`src/rtl/alu_exec.sv`:
```
// Two-stage ALU execute unit with valid/ready handshakes on both sides.
// S1 registers the request, S2 registers the computed result and flags.
module alu_exec #(
    parameter int WIDTH = 32
) (
    input  logic             clk,
    input  logic             rst_n,
    input  logic             in_valid,
    output logic             in_ready,
    input  logic [3:0]       gout,
    input  logic [WIDTH-1:0] a,
    input  logic [WIDTH-1:0] b,
    output logic             out_valid,
    input  logic             out_ready,
    output logic [WIDTH-1:0] result,
    output logic             zero,
    output logic             taken,
    output logic             ovf,
    output logic             illegal,
    output logic [15:0]      op_count
);

    typedef enum logic [3:0] {
        OP_ADD  = 4'b0000,
        OP_SLT  = 4'b0001,
        OP_SUB  = 4'b0010,
        OP_OR   = 4'b0100,
        OP_AND  = 4'b1000,
        OP_NOR  = 4'b1001,
        OP_BNE  = 4'b1010,
        OP_BGEZ = 4'b1011,
        OP_BGTZ = 4'b1100,
        OP_BLEZ = 4'b1101,
        OP_BLTZ = 4'b1110
    } op_e;

    localparam int MSB = WIDTH - 1;

    logic             s1_valid;
    logic [3:0]       s1_gout;
    logic [WIDTH-1:0] s1_a;
    logic [WIDTH-1:0] s1_b;

    logic             s1_adv;
    logic             accept;
    logic             consume;

    logic [WIDTH-1:0] sum;
    logic [WIDTH-1:0] diff;
    logic             a_neg;
    logic             a_zero;

    logic [WIDTH-1:0] nxt_result;
    logic             nxt_zero;
    logic             nxt_taken;
    logic             nxt_ovf;
    logic             nxt_illegal;

    // S1 moves on whenever S2 is free or being drained this very cycle.
    assign consume  = out_valid && out_ready;
    assign s1_adv   = s1_valid && (!out_valid || out_ready);
    assign in_ready = !s1_valid || s1_adv;
    assign accept   = in_valid && in_ready;

    assign sum    = s1_a + s1_b;
    assign diff   = s1_a - s1_b;
    assign a_neg  = s1_a[MSB];
    assign a_zero = (s1_a == '0);

    // NOTE: every output of this block gets a default first, so no path leaves one unassigned and no latch is inferred.
    always_comb begin
        nxt_result  = '0;
        nxt_taken   = 1'b0;
        nxt_ovf     = 1'b0;
        nxt_illegal = 1'b0;
        case (s1_gout)
            OP_ADD: begin
                nxt_result = sum;
                nxt_ovf    = (s1_a[MSB] == s1_b[MSB]) && (sum[MSB] != s1_a[MSB]);
            end
            OP_SUB: begin
                nxt_result = diff;
                nxt_ovf    = (s1_a[MSB] != s1_b[MSB]) && (diff[MSB] != s1_a[MSB]);
            end
            OP_SLT:  nxt_result = WIDTH'($signed(s1_a) < $signed(s1_b));
            OP_OR:   nxt_result = s1_a | s1_b;
            OP_AND:  nxt_result = s1_a & s1_b;
            OP_NOR:  nxt_result = ~(s1_a | s1_b);
            OP_BNE: begin
                nxt_result = diff;
                nxt_taken  = (s1_a != s1_b);
            end
            OP_BGEZ: begin
                nxt_result = diff;
                nxt_taken  = !a_neg;
            end
            OP_BGTZ: begin
                nxt_result = diff;
                nxt_taken  = !a_neg && !a_zero;
            end
            OP_BLEZ: begin
                nxt_result = diff;
                nxt_taken  = a_neg || a_zero;
            end
            OP_BLTZ: begin
                nxt_result = diff;
                nxt_taken  = a_neg;
            end
            default: nxt_illegal = 1'b1;
        endcase
        nxt_zero = (nxt_result == '0);
    end

    // NOTE: state registers use non-blocking assignments so every flop samples pre-edge values.
    always_ff @(posedge clk or negedge rst_n) begin
        if (!rst_n) begin
            s1_valid <= 1'b0;
        end else if (accept) begin
            s1_valid <= 1'b1;
        end else if (s1_adv) begin
            s1_valid <= 1'b0;
        end
    end

    // NOTE: the S1 payload is not reset; it is only ever observed while s1_valid is set.
    always_ff @(posedge clk) begin
        if (accept) begin
            s1_gout <= gout;
            s1_a    <= a;
            s1_b    <= b;
        end
    end

    always_ff @(posedge clk or negedge rst_n) begin
        if (!rst_n) begin
            out_valid <= 1'b0;
            result    <= '0;
            zero      <= 1'b0;
            taken     <= 1'b0;
            ovf       <= 1'b0;
            illegal   <= 1'b0;
        end else if (s1_adv) begin
            out_valid <= 1'b1;
            result    <= nxt_result;
            zero      <= nxt_zero;
            taken     <= nxt_taken;
            ovf       <= nxt_ovf;
            illegal   <= nxt_illegal;
        end else if (consume) begin
            out_valid <= 1'b0;
        end
    end

    always_ff @(posedge clk or negedge rst_n) begin
        if (!rst_n) begin
            op_count <= '0;
        end else if (consume) begin
            op_count <= op_count + 16'd1;
        end
    end

endmodule

```
`config.mk`:
```
export PLATFORM = sky130hd
export DESIGN_NAME = alu_exec
export DESIGN_NICKNAME = d
export VERILOG_FILES = /design/src/rtl/alu_exec.sv
export SDC_FILE = /design/constraint.sdc
export NUM_CORES = 1
export LEC_CHECK = 0
export ABC_AREA = 1
export BUFFER_PORTS_ARGS = -buffer_cell sky130_fd_sc_hd__buf_2
export CAP_MARGIN = 0
export CORE_MARGIN = 3
export CORE_UTILIZATION = 45
export DETAILED_ROUTE_END_ITERATION = 7
export PLACE_DENSITY = 0.62
export SLEW_MARGIN = 20
export SYNTH_ARGS = -nofsm -noshare
export SYNTH_HDL_FRONTEND = slang
export SYNTH_SLANG_ARGS = --single-unit
```
`constraint.sdc`:
```
create_clock -name clk -period 2.76 [get_ports clk]
set_input_delay 0.276 -clock clk [delete_from_list [all_inputs] [get_ports clk]]
set_output_delay 0.276 -clock clk [all_outputs]
set_load 0.02 [all_outputs]
```
* Word level (Yosys, flattened, before mapping)
Index checks and enable logic that the tools add are counted.
** Operators by class
- $add $sub $neg :: 3
- Order comparisons :: 1
- Eq/ne operators :: 15
- Multiplexer cells :: 8
- Bitwise gates (word level) :: 3
- Reduce and logical (&&, ||, !) cells :: 20
** Operator list (count)
- $pmux W32 S6 :: 1
- $logic_not A32 Y1 :: 2
- $add A32 B32 Y32 :: 1
- $and A32 B32 Y32 :: 1
- $lt A32 B32 Y1 :: 1
- $ne A32 B32 Y1 :: 1
- $not A32 Y32 :: 1
- $or A32 B32 Y32 :: 1
- $sub A32 B32 Y32 :: 1
- $eq A4 B4 Y1 const B :: 7
- $add A16 B1 Y16 const B :: 1
- $reduce_or A11 Y1 :: 1
- $logic_and A1 B1 Y1 :: 6
- $reduce_or A6 Y1 :: 1
- $mux W1 :: 5
- $pmux W1 S5 :: 1
- $eq A4 B1 Y1 const B :: 1
- $eq A4 B2 Y1 const B :: 1
- $eq A4 B3 Y1 const B :: 1
- $logic_not A1 Y1 :: 4
- $logic_not A4 Y1 :: 1
- $reduce_bool A2 Y1 :: 2
- $logic_or A1 B1 Y1 :: 3
- $ne A1 B1 Y1 :: 3
- 2 further kinds :: 2
** Storage, ports and cells
- Register bits :: 122
- Bits of input ports :: 72
- Output and inout bits :: 54
- Word-level logic and storage cells :: 61

* Depth between registers and ports, before layout
Gate-level depths: netlist of run 1.
- Depth in word-level cells :: 6
- Depth in mapped cells :: 21
- Mapped depth without buffers :: 20

* Worst setup path after synthesis of run 1
No wires, ideal clock.
- Kind :: reg2reg
- From :: reg out_valid
- To :: reg s1_a[0] (enable)
- Setup time :: 0.422 ns
- Arrival time :: 2.175 ns
- Required time :: 2.338 ns
- Path slack :: 0.163 ns
- Stages on the path, launching flop included :: 4
- Buffers on the path :: 0
- Period minus slack after synthesis :: 2.597 ns
- Cell sequence :: dfrtp_1 -> nand3_1 -> nand2_1 -> inv_1
** On the way
- Longest elaborated chain between the ends :: 5
** RTL lines
- start: declaration :: RTL line 13 : output logic out_valid,
- start signal: assignment :: RTL line 136 : out_valid <= 1'b0;
- start signal: assignment :: RTL line 143 : out_valid <= 1'b1;
- start signal: assignment :: RTL line 150 : out_valid <= 1'b0;
- $logic_not A1 Y1 :: RTL line 61 : assign s1_adv = s1_valid && (!out_valid || out_ready);
- $logic_or A1 B1 Y1 :: RTL line 61
- $logic_and A1 B1 Y1 :: RTL line 61
- $logic_or A1 B1 Y1 :: RTL line 62 : assign in_ready = !s1_valid || s1_adv;
- via in_ready :: RTL line 9 : output logic in_ready,
- $logic_and A1 B1 Y1 :: RTL line 63 : assign accept = in_valid && in_ready;
- via accept :: RTL line 45 : logic accept;
- end signal: assignment :: RTL line 129 : s1_a <= a;
- end: declaration :: RTL line 41 : logic [WIDTH-1:0] s1_a;
The timed path passes the listed nets, and every way through them passes these cells.
A chain may end at the register's enable or synchronous reset.

* Worst setup path after layout of run 1
- From :: reg s1_gout[3]
- To :: reg zero
** On the way
- Longest elaborated chain between the ends :: 4
- Elaborated cells between the ends (all ways) :: 14
- Those cells by class :: eq/ne (10); mux (1); reduce/logical (3)
** RTL lines
- start: declaration :: RTL line 40 : logic [3:0] s1_gout;
- start signal: assignment :: RTL line 128 : s1_gout <= gout;
- $eq A4 B4 Y1 / $eq A4 B2 Y1 (equally long branches) :: RTL line 76 : case (s1_gout)
- $reduce_or A6 Y1 (no source line)
- $pmux W32 S6 (*) :: RTL line 76
- $logic_not A32 Y1 (*) :: RTL line 111 : nxt_zero = (nxt_result == '0);
- end signal: assignment :: RTL line 145 : zero <= nxt_zero;
- end: declaration :: RTL line 16 : output logic zero,
Mark *: on every way between the ends. The rest lies on a longest branch, timed or not.

==> flow_metrics.env, run 1 <==
export IMPL_cts_buffer_depth=2
export IMPL_syn_nets=1797
export IMPL_grt_max_degree=69
export IMPL_fp_dieW_um=162
export IMPL_cts_tree="done"
export IMPL_grt_pass1_wl_um=57300
export IMPL_min_from="a[4]"
export IMPL_tns_ps=0
export IMPL_finalSetupViolCount=0
export IMPL_critPathLaunch="s1_gout[3]$_DFFE_PP_"
export IMPL_yosys_area_top_type="edfxtp_1"
export IMPL_period_needed_ps=2690
export IMPL_fmax_ghz=0.372
export IMPL_drt_iter0_markers=1059
export IMPL_period_share=0.974
export IMPL_clock_sinks=122
export IMPL_p_sw_frac=0.397
export IMPL_synth_commonest_cells="nand2_1 (504), inv_1 (256), nor2_1 (173)"
export IMPL_ant_nets=0
export IMPL_first_pass_iters=5
export IMPL_wl_per_cell_um=17.2
export IMPL_rsz0062_at_grt="yes"
export IMPL_power_frac_comb=0.399
export IMPL_synth_top_flop_cell="edfxtp_1"
export IMPL_worst_pin_slew_ps=659
export IMPL_grt_pass1_vias=10515
export IMPL_synth_area_mm2=0.0110
export IMPL_crit_required_ps=3120
export IMPL_yosysSeqAreaShare=0.309
export IMPL_maxSlewViolCount=0
export IMPL_netlist_cell_type_count=45
export IMPL_r2r_start="s1_gout[3]$_DFFE_PP_"
export IMPL_finalHoldViolCount=0
export IMPL_drive_gt1_frac=0.236
export IMPL_critPathKind="reg -> reg"
export IMPL_vias=11413
export IMPL_synth_most_common_cell="nand2_1"
export IMPL_cts_root_buf="clkbuf_16"
export IMPL_hold_end="s1_a[4]$_DFFE_PP_"
export IMPL_hp_class="in -> reg"
export IMPL_power_switching_w=0.00317
export IMPL_syn_inst=1622
export IMPL_clockPowerShare=0.299
export IMPL_cp_top_family="simple AND/OR/NAND/NOR gates"
export IMPL_place_gp_congestion=0.997
export IMPL_yosysWarnings=0
export IMPL_synth_seq_cells=122
export IMPL_htree_num_levels=4
export IMPL_core_area_mm2=0.0237
export IMPL_rr_endpoint="zero$_DFFE_PN0P_"
export IMPL_worstSetupStartpointType="flop"
export IMPL_hold_path_cell_count=1
export IMPL_reg2regPathDepth=14
export IMPL_critPathMaxFanout=6
export IMPL_power_density_mw_per_mm2=576
export IMPL_slowest_stage="edfxtp_1"
export IMPL_arrival_ps=3050
export IMPL_ff2ff_setup_slack_ps=70
export IMPL_p_leak_nw=7.41
export IMPL_maxSlewHeadroom=0.561
export IMPL_seq_power_share=0.302
export IMPL_maxCapViolCount=0
export IMPL_drt_drc_violations_left=0
export IMPL_die_area_mm2=0.0263
export IMPL_grt_util_all_layers=0.284
export IMPL_synth_edf_count=68
export IMPL_synthArstFlopShare=0.443
export IMPL_insertion_delay_ps=440
export IMPL_gr_total_overflow=0
export IMPL_insertedDiodeCount=0
export IMPL_cp_num_buf_inv=2
export IMPL_via_per_inst=5.18
export IMPL_die_h_um=162
export IMPL_start_util=0.463
export IMPL_wl_um=37900
export IMPL_top_level_ports=126
export IMPL_nets=2045
export IMPL_peakVddDrop_mv=0.358
export IMPL_rows=56
export IMPL_status="completed"
export IMPL_syn_area_per_cell_um2=6.76
export IMPL_synth_top_area_frac=0.186
export IMPL_path_cells="buf_4 > inv_2 > nor2_1 > nand2_1 > nor2_1 > a211oi_1 > nand3_1 > nor2_1 > nand3_1 > nor2_1 > nand3_1 > nor2_1 > nand3_1 > nand2_1"
export IMPL_hpwl_um=30700
export IMPL_clk_pin_slew_ps=70
export IMPL_io_buffer_count=125
export IMPL_numCtsBuffers=17
export IMPL_antenna_found_initial=0
export IMPL_hold_slack_ps=8.12
export IMPL_p_int_w=0.00482
export IMPL_area_growth_pct=26.3
export IMPL_cpMostUsedCell="nor2_1"
export IMPL_cpPeakStageDelay_ps=450
export IMPL_synth_area_top_cells="edfxtp_1 (19%), nand2_1 (17%), dfrtp_1 (12%), ha_1 (12%), inv_1 (8.8%)"
export IMPL_end_kind="flop"
export IMPL_clock_skew_ps=18.0
## power groups by stage
stage	registers, W	logic (W)	clock network (W)
after CTS	0.00241	0.00301	0.00244
after detailed placement	0.00245	0.00298	0
after floorplan	0.00269	0.00157	0
after global routing	0.00245	0.00349	0.00251
after global placement	0.00243	0.00297	0
final	0.00241	0.00318	0.00239
## per-layer routing
metal / track usage / wire (um) / part of all wire / vias up
met5: 0 / 0 / 0 / -
met4: 0.0706 / 685 / 0.018 / 0
met3: 0.0436 / 2620 / 0.069 / 36
met2: 0.439 / 16600 / 0.44 / 449
met1: 0.418 / 18000 / 0.48 / 5266
li1: - / - / - / 5662
## cell type report
| type | instances | area (um2) |
|---|---|---|
| Inverter | 267 | 1000 |
| Multi-Input combinational cell | 1187 | 6650 |
| Timing Repair Buffer | 275 | 1790 |
| Tap cell | 319 | 399 |
| Sequential cell | 122 | 3390 |
| Fill cell | 2349 | 9830 |
| Clock inverter | 13 | 150 |
| Clock buffer | 19 | 464 |
## flip-flops by register name, indices dropped and copies added (netlist names)
| register | flops |
|---|---|
| out_valid | 1 |
| s1_gout | 4 |
| zero | 1 |
| s1_a | 32 |
| ovf | 1 |
| s1_b | 32 |
| illegal | 1 |
| op_count | 16 |
| taken | 1 |
| s1_valid | 1 |
| result | 32 |
## kinds of logic (layout without fill, tap and decap cells)
group                      after synthesis  in the layout  synth area share
DFF                                    122            122             0.309
and+or+nand+nor                        918            918             0.355
adders and majority gates              103            103             0.119
xor gates and xnor gates                17             17            0.0136
buffers and inverters                  313            574             0.119
AOI/OAI and AO/OA                      148            148            0.0833
muxes                                    1              1           0.00103
## worst max path at each step
| stage | endpoint | slack (ps) | cells past startpoint |
|---|---|---|---|
| 2_1_floorplan | s1_a[0]$_DFFE_PP_ | 160 | 3 |
| 3_3_place_gp | zero$_DFFE_PN0P_ | -60 | 18 |
| 3_5_place_dp | zero$_DFFE_PN0P_ | -50 | 18 |
| 4_1_cts | zero$_DFFE_PN0P_ | 10 | 18 |
| 5_1_grt | zero$_DFFE_PN0P_ | -70 | 21 |
| 6_report | zero$_DFFE_PN0P_ | 70 | 14 |
## layout by cell type, fill, tap and decap left out, types with 3 or more instances in the layout
| master | count |
|---|---|
| nand3_1 | 145 |
| clkbuf_16 | 18 |
| nor3_1 | 10 |
| o21ai_0 | 33 |
| nand3b_1 | 3 |
| dfrtp_1 | 54 |
| a21oi_2 | 10 |
| a221oi_1 | 22 |
| o21bai_1 | 8 |
| edfxtp_1 | 68 |
| inv_6 | 7 |
| nand2_1 | 491 |
| inv_1 | 250 |
| nand3_2 | 11 |
| nor2_2 | 24 |
| xor2_1 | 10 |
| nor4_1 | 7 |
| ha_2 | 12 |
| nand2_2 | 30 |
| a21oi_1 | 50 |
| buf_2 | 125 |
| a211oi_1 | 4 |
| nor3_2 | 6 |
| ha_1 | 76 |
| inv_2 | 16 |
| a31oi_1 | 6 |
| nand4_1 | 24 |
| xnor2_1 | 7 |
| nor2_4 | 5 |
| o21ai_1 | 5 |
| buf_4 | 146 |
| buf_12 | 3 |
| ha_4 | 13 |
| nor2_1 | 156 |
## repair_timing
item,in CTS,in global routing
setup buffers,0,6
endpoints found under the setup margin,1,7
pin swaps,0,5
endpoints found under the hold margin,29,0
resized for setup,3,96
hold buffers,1,0
## per-stage QoR
step	power (W)	instances	setup slack, ps	cell area, um2	util
global placement	0.00540	2163	-58.1	12800	0.541
CTS	0.00786	2196	12.3	13400	0.567
finish	0.00798	2202	71.8	13900	0.585
floorplan	0.00426	1622	163	11000	-
detailed placement	0.00543	2163	-54.5	12800	0.541
global route	0.00845	2202	-66.0	13900	0.585
Note: power is estimated with default switching activity, not from simulation.
==> run 2: changes to the inputs <==
- ABC_AREA: 1 -> not set
- PLACE_DENSITY: 0.62 -> 0.63
==> flow_metrics.env, run 2 <==
export IMPL_grt_pass1_vias=10927
export IMPL_failed_checks="setup timing"
export IMPL_synth_most_common_cell="inv_1"
export IMPL_maxCapViolCount=0
export IMPL_finalSetupViolCount=21
export IMPL_wl_um=39300
export IMPL_antenna_found_initial=1
export IMPL_grt_pass1_wl_um=60400
export IMPL_htree_num_levels=4
export IMPL_rows=53
export IMPL_synthArstFlopShare=0.443
export IMPL_netlist_cell_type_count=83
export IMPL_cts_root_buf="clkbuf_16"
export IMPL_power_total_w=0.00798
export IMPL_insertion_delay_ps=440
export IMPL_cts_buffer_depth=2
export IMPL_postPlaceCellArea_mm2=0.0137
export IMPL_first_pass_iters=5
export IMPL_critPathMaxFanout=5
export IMPL_vias=11204
export IMPL_fin_util=0.735
export IMPL_area_growth_pct=58.7
export IMPL_synth_top_flop_cell="edfxtp_1"
export IMPL_power_density_mw_per_mm2=512
export IMPL_synth_commonest_cells="inv_1 (103), ha_1 (101), nor2_1 (92)"
export IMPL_top_level_ports=126
export IMPL_top_regs="result (32), s1_a (32), s1_b (32)"
export IMPL_clock_sinks=122
export IMPL_synth_top_area_frac=0.208
export IMPL_syn_nets=1291
export IMPL_layout_cells_most_common="buf_4"
export IMPL_critPathKind="reg -> reg"
export IMPL_worstSetupStartpointType="flop"
export IMPL_ant_nets=0
export IMPL_layout_setup_ws_ps=-756
export IMPL_start_util=0.463
export IMPL_fin_cells=1932
export IMPL_peakVddDrop_mv=0.377
export IMPL_drt_iter0_markers=758
export IMPL_grt_max_degree=48
export IMPL_io_buffer_count=125
export IMPL_nets=1819
export IMPL_maxSlewHeadroom=0.330
export IMPL_clk_pin_slew_ps=60
export IMPL_dpl_cell_count=1859
export IMPL_insertedDiodeCount=0
export IMPL_status="finished, violations left"
export IMPL_arrival_ps=3850
export IMPL_period_needed_ps=3520
export IMPL_finalHoldViolCount=0
export IMPL_synth_edf_count=68
export IMPL_end_kind="flop"
export IMPL_pre_cts_ws_ps=-1070
export IMPL_synth_seq_cells=122
export IMPL_syn_inst=1116
export IMPL_drt_drc_violations_left=0
export IMPL_final_area_mm2=0.0156
export IMPL_gr_total_overflow=0
export IMPL_core_area_mm2=0.0212
export IMPL_syn_area_per_cell_um2=8.80
export IMPL_clock_skew_ps=17.0
export IMPL_maxSlewViolCount=0
export IMPL_period_share=1.27
export IMPL_rsz0062_at_grt="yes"
export IMPL_synth_area_top_cells="edfxtp_1 (21%), dfrtp_1 (14%), ha_1 (13%), inv_1 (3.9%), a21oi_1 (3.8%)"
export IMPL_final_cell_mix="buf_4 (418), buf_2 (125), inv_1 (93), nor2_1 (89), ha_1 (85)"
export IMPL_synth_area_mm2=0.00982
export IMPL_grt_util_all_layers=0.322
export IMPL_fp_dieW_um=154
export IMPL_yosysWarnings=0
export IMPL_hp_class="in -> async"
export IMPL_wl_per_cell_um=20.4
export IMPL_p_leak_nw=7.33
export IMPL_fmax_ghz=0.284
export IMPL_yosysSeqAreaShare=0.345
export IMPL_place_gp_congestion=0.982
export IMPL_via_per_inst=5.80
export IMPL_hpwl_um=30900
export IMPL_cts_tree="done"
export IMPL_crit_required_ps=3090
export IMPL_yosys_area_top_type="edfxtp_1"
export IMPL_drive_gt1_frac=0.466
export IMPL_die_h_um=154
export IMPL_worst_pin_slew_ps=1010
export IMPL_numCtsBuffers=17
export IMPL_die_area_mm2=0.0236
## run 2: changes by cell type after synthesis, sizes merged, moves of 15 or more
cell / change
nand3: -138
buf: -32
o31ai: +15
nor4: +19
a221o: +26
nor3: +17
nand2: -448
clkbuf: +48
a21o: +20
inv: -162
o21ai: +31
nor2: -92
## run 2: final timing paths
| kind | startpoint | cells past startpoint | to | slack [ps] |
|---|---|---|---|---|
| max in group asynchronous | rst_n | 2 | op_count[2]$_DFFE_PN0P_ | 2020 |
| worst min register to register | op_count[15]$_DFFE_PN0P_ | 1 | op_count[15]$_DFFE_PN0P_ | 470 |
| min in group clk | b[3] | 1 | s1_b[3]$_DFFE_PP_ | 10 |
| worst max-delay path | s1_b[4]$_DFFE_PP_ | 18 | zero$_DFFE_PN0P_ | -760 |
| worst max register to register | s1_b[4]$_DFFE_PP_ | 18 | zero$_DFFE_PN0P_ | -760 |
| worst min-delay path | rst_n | 1 | result[19]$_DFFE_PN0P_ | 7 |
## run 2: area by class of cell
type,instances,area (um2)
clock buffer,19,475
clock inverter,13,123
fill,1616,5630
inverter,104,393
multi-input combinational,828,6770
sequential,122,3390
tap,275,344
timing repair buffer,571,4100
## run 2: through the flow
stage | setup TNS, ps | hold WS [ps]
finish | -6400 | 7.38
global route | -9270 | 5.68
CTS | -6700 | 2.07
detailed placement | -10230 | 454
global placement | -8490 | 452
floorplan | -1330 | -19.6
## run 2: cell families (layout without fill, tap and decap cells)
| logic type | Yosys count | in the layout | share of synthesized area |
|---|---|---|---|
| buffers and inverters | 166 | 707 | 0.0646 |
| multiplexers | 3 | 3 | 0.00318 |
| flip-flops | 122 | 122 | 0.345 |
| AND/OR/NAND/NOR | 337 | 337 | 0.170 |
| adder cells (fa/ha/maj) | 103 | 103 | 0.133 |
| AO/OA/AOI/OAI | 367 | 367 | 0.268 |
| XOR/XNOR | 18 | 18 | 0.0160 |
## run 2: routing by layer
layer / vias up / track usage / wire length, um
met5: - / 0 / 7
met4: 2 / 0.113 / 1350
met3: 79 / 0.0470 / 3190
met2: 481 / 0.507 / 17500
met1: 5408 / 0.456 / 17300
li1: 5234 / - / -
## run 2: repair_timing
item / in CTS / in global routing
buffers inserted: 39 / 28
hold buffers: 1 / 0
gates resized for setup: 141 / 84
setup endpoints to repair: 25 / 29
endpoints found under the hold margin: 1 / 0
pin swaps: 73 / 65
## run 2: worst max-delay path, stage by stage (launching register included)
cell,delay (ps)
edfxtp_1,360
inv_2,60
ha_4,290
buf_8,120
inv_4,30
a221oi_2,270
buf_4,190
a2111oi_4,60
buf_4,160
o31ai_4,280
buf_4,170
buf_6,90
a21oi_2,50
buf_4,180
a21o_1,180
a21oi_2,180
o211ai_1,110
or4_4,430
o41ai_2,200
## run 2: power by group
group | internal, W | switching, W
clock network | 0.00130 | 0.00103
logic | 0.00154 | 0.00179
registers | 0.00216 | 0.000158
==> run 3: changes to the inputs <==
- PLACE_DENSITY: 0.63 -> 0.65
- clock period: 2.76 -> 3 ns (I/O delays scaled with it)
==> flow_metrics.env, run 3 (synthesis gave the netlist of run 2 again) <==
export IMPL_hp_class="in -> reg"
export IMPL_clk_pin_slew_ps=80
export IMPL_cts_root_buf="clkbuf_16"
export IMPL_final_area_mm2=0.0152
export IMPL_maxSlewViolCount=0
export IMPL_maxCapViolCount=0
export IMPL_insertedDiodeCount=0
export IMPL_cts_tree="done"
export IMPL_dpl_cell_count=1824
export IMPL_failed_checks="setup timing"
export IMPL_fp_dieW_um=154
export IMPL_cts_buffer_depth=2
export IMPL_peakVddDrop_mv=0.331
export IMPL_wl_per_cell_um=20.1
export IMPL_tns_ps=-2930
export IMPL_antenna_found_initial=0
export IMPL_start_util=0.463
export IMPL_rr_endpoint="zero$_DFFE_PN0P_"
export IMPL_htree_num_levels=4
export IMPL_drive_gt1_frac=0.439
export IMPL_hpwl_um=29400
export IMPL_place_gp_congestion=0.975
export IMPL_period_share=1.21
export IMPL_hold_end="s1_b[1]$_DFFE_PP_"
export IMPL_layout_setup_ws_ps=-624
export IMPL_numCtsBuffers=17
export IMPL_die_h_um=154
export IMPL_critPathMaxFanout=3
export IMPL_io_buffer_count=125
export IMPL_crit_required_ps=3320
export IMPL_grt_pass1_wl_um=58100
export IMPL_power_density_mw_per_mm2=469
export IMPL_maxSlewHeadroom=0.328
export IMPL_rows=53
export IMPL_top_level_ports=126
export IMPL_layout_cells_most_common="buf_4"
export IMPL_ff2ff_setup_slack_ps=-620
export IMPL_area_growth_pct=55.1
export IMPL_postPlaceCellArea_mm2=0.0135
export IMPL_finalSetupViolCount=16
export IMPL_worstSetupStartpointType="flop"
export IMPL_hold_path_cell_count=1
export IMPL_clock_sinks=122
export IMPL_insertion_delay_ps=440
export IMPL_fmax_ghz=0.276
export IMPL_top_regs="result (32), s1_a (32), s1_b (32)"
export IMPL_arrival_ps=3940
export IMPL_grt_pass1_vias=10483
export IMPL_drt_drc_violations_left=0
export IMPL_finalHoldViolCount=0
export IMPL_core_area_mm2=0.0212
export IMPL_die_area_mm2=0.0236
export IMPL_grt_max_degree=46
export IMPL_status="finished, violations left"
export IMPL_power_total_w=0.00714
export IMPL_wl_um=38100
export IMPL_gr_total_overflow=0
export IMPL_grt_util_all_layers=0.311
export IMPL_critPathKind="reg -> reg"
export IMPL_nets=1781
export IMPL_r2r_start="s1_b[0]$_DFFE_PP_"
export IMPL_period_needed_ps=3620
export IMPL_fin_cells=1894
export IMPL_drt_iter0_markers=939
export IMPL_worst_pin_slew_ps=1010
export IMPL_ant_nets=0
export IMPL_min_from="b[1]"
export IMPL_via_per_inst=5.74
export IMPL_reg2regPathDepth=13
export IMPL_end_kind="flop"
export IMPL_final_cell_mix="buf_4 (384), buf_2 (125), inv_1 (96), ha_1 (87), nor2_1 (86)"
export IMPL_p_leak_nw=7.13
export IMPL_vias=10870
export IMPL_first_pass_iters=5
export IMPL_rsz0062_at_grt="yes"
export IMPL_clock_skew_ps=21.5
==> run 3: worst max-delay path by stage <==
stage	startpoint	to	slack (ps)	depth (start not counted)
6_report	s1_b[0]$_DFFE_PP_	zero$_DFFE_PN0P_	-620	13
5_1_grt	s1_a[1]$_DFFE_PP_	zero$_DFFE_PN0P_	-770	14
4_1_cts	s1_a[7]$_DFFE_PP_	zero$_DFFE_PN0P_	-610	14
3_5_place_dp	s1_b[13]$_DFFE_PP_	zero$_DFFE_PN0P_	-730	14
3_3_place_gp	s1_b[13]$_DFFE_PP_	zero$_DFFE_PN0P_	-710	14
2_1_floorplan	s1_a[9]$_DFFE_PP_	zero$_DFFE_PN0P_	-360	13
==> run 3: layer usage <==
layer,up-vias,track usage,wire length [um]
met5,-,0,0
li1,5160,-,-
met4,0,0.113,1310
met2,451,0.471,16700
met3,69,0.0633,3100
met1,5190,0.441,17000
==> run 3: area by class of cell <==
type,count,area (um2)
Sequential cell,122,3390
Timing Repair Buffer,533,3820
Inverter,104,393
Multi-Input combinational cell,828,6720
Tap cell,275,344
Clock inverter,13,105
Fill cell,1686,5990
Clock buffer,19,454
==> run 3: critical path, cell delays in order (launching register included) <==
cell and delay (ps):
edfxtp_1 500, buf_4 190, ha_1 190, o21bai_2 170, nand3_2 150, a2111oi_4 430, o31ai_4 150, a2111oi_4 350
buf_4 190, nor2_4 40, a221oi_2 270, o21ai_2 90, or4_4 500, o41ai_2 280
==> run 3: repair_timing <==
item / CTS / global route
resized for setup: 105 / 94
pin swaps: 51 / 68
buffers inserted: 25 / 22
hold endpoints to repair: 17 / 0
endpoints found under the setup margin: 23 / 24
hold buffers: 1 / 0
==> run 3: where the power goes <==
part           internal [W]  total (W)  switching, W  leakage [nW]
combinational       0.00136    0.00295       0.00159          5.50
clock               0.00113    0.00205      0.000921         0.276
sequential          0.00199    0.00214      0.000150          1.35
==> run 3: metrics by stage <==
step                      utilization  hold slack, ps  worst slack (ps)
after floorplan                     -            4.41              -356
after global placement          0.634             234              -711
after detailed placement        0.634             245              -735
after CTS                       0.690            23.4              -612
after global routing            0.718            23.9              -767
final                           0.718            29.5              -624
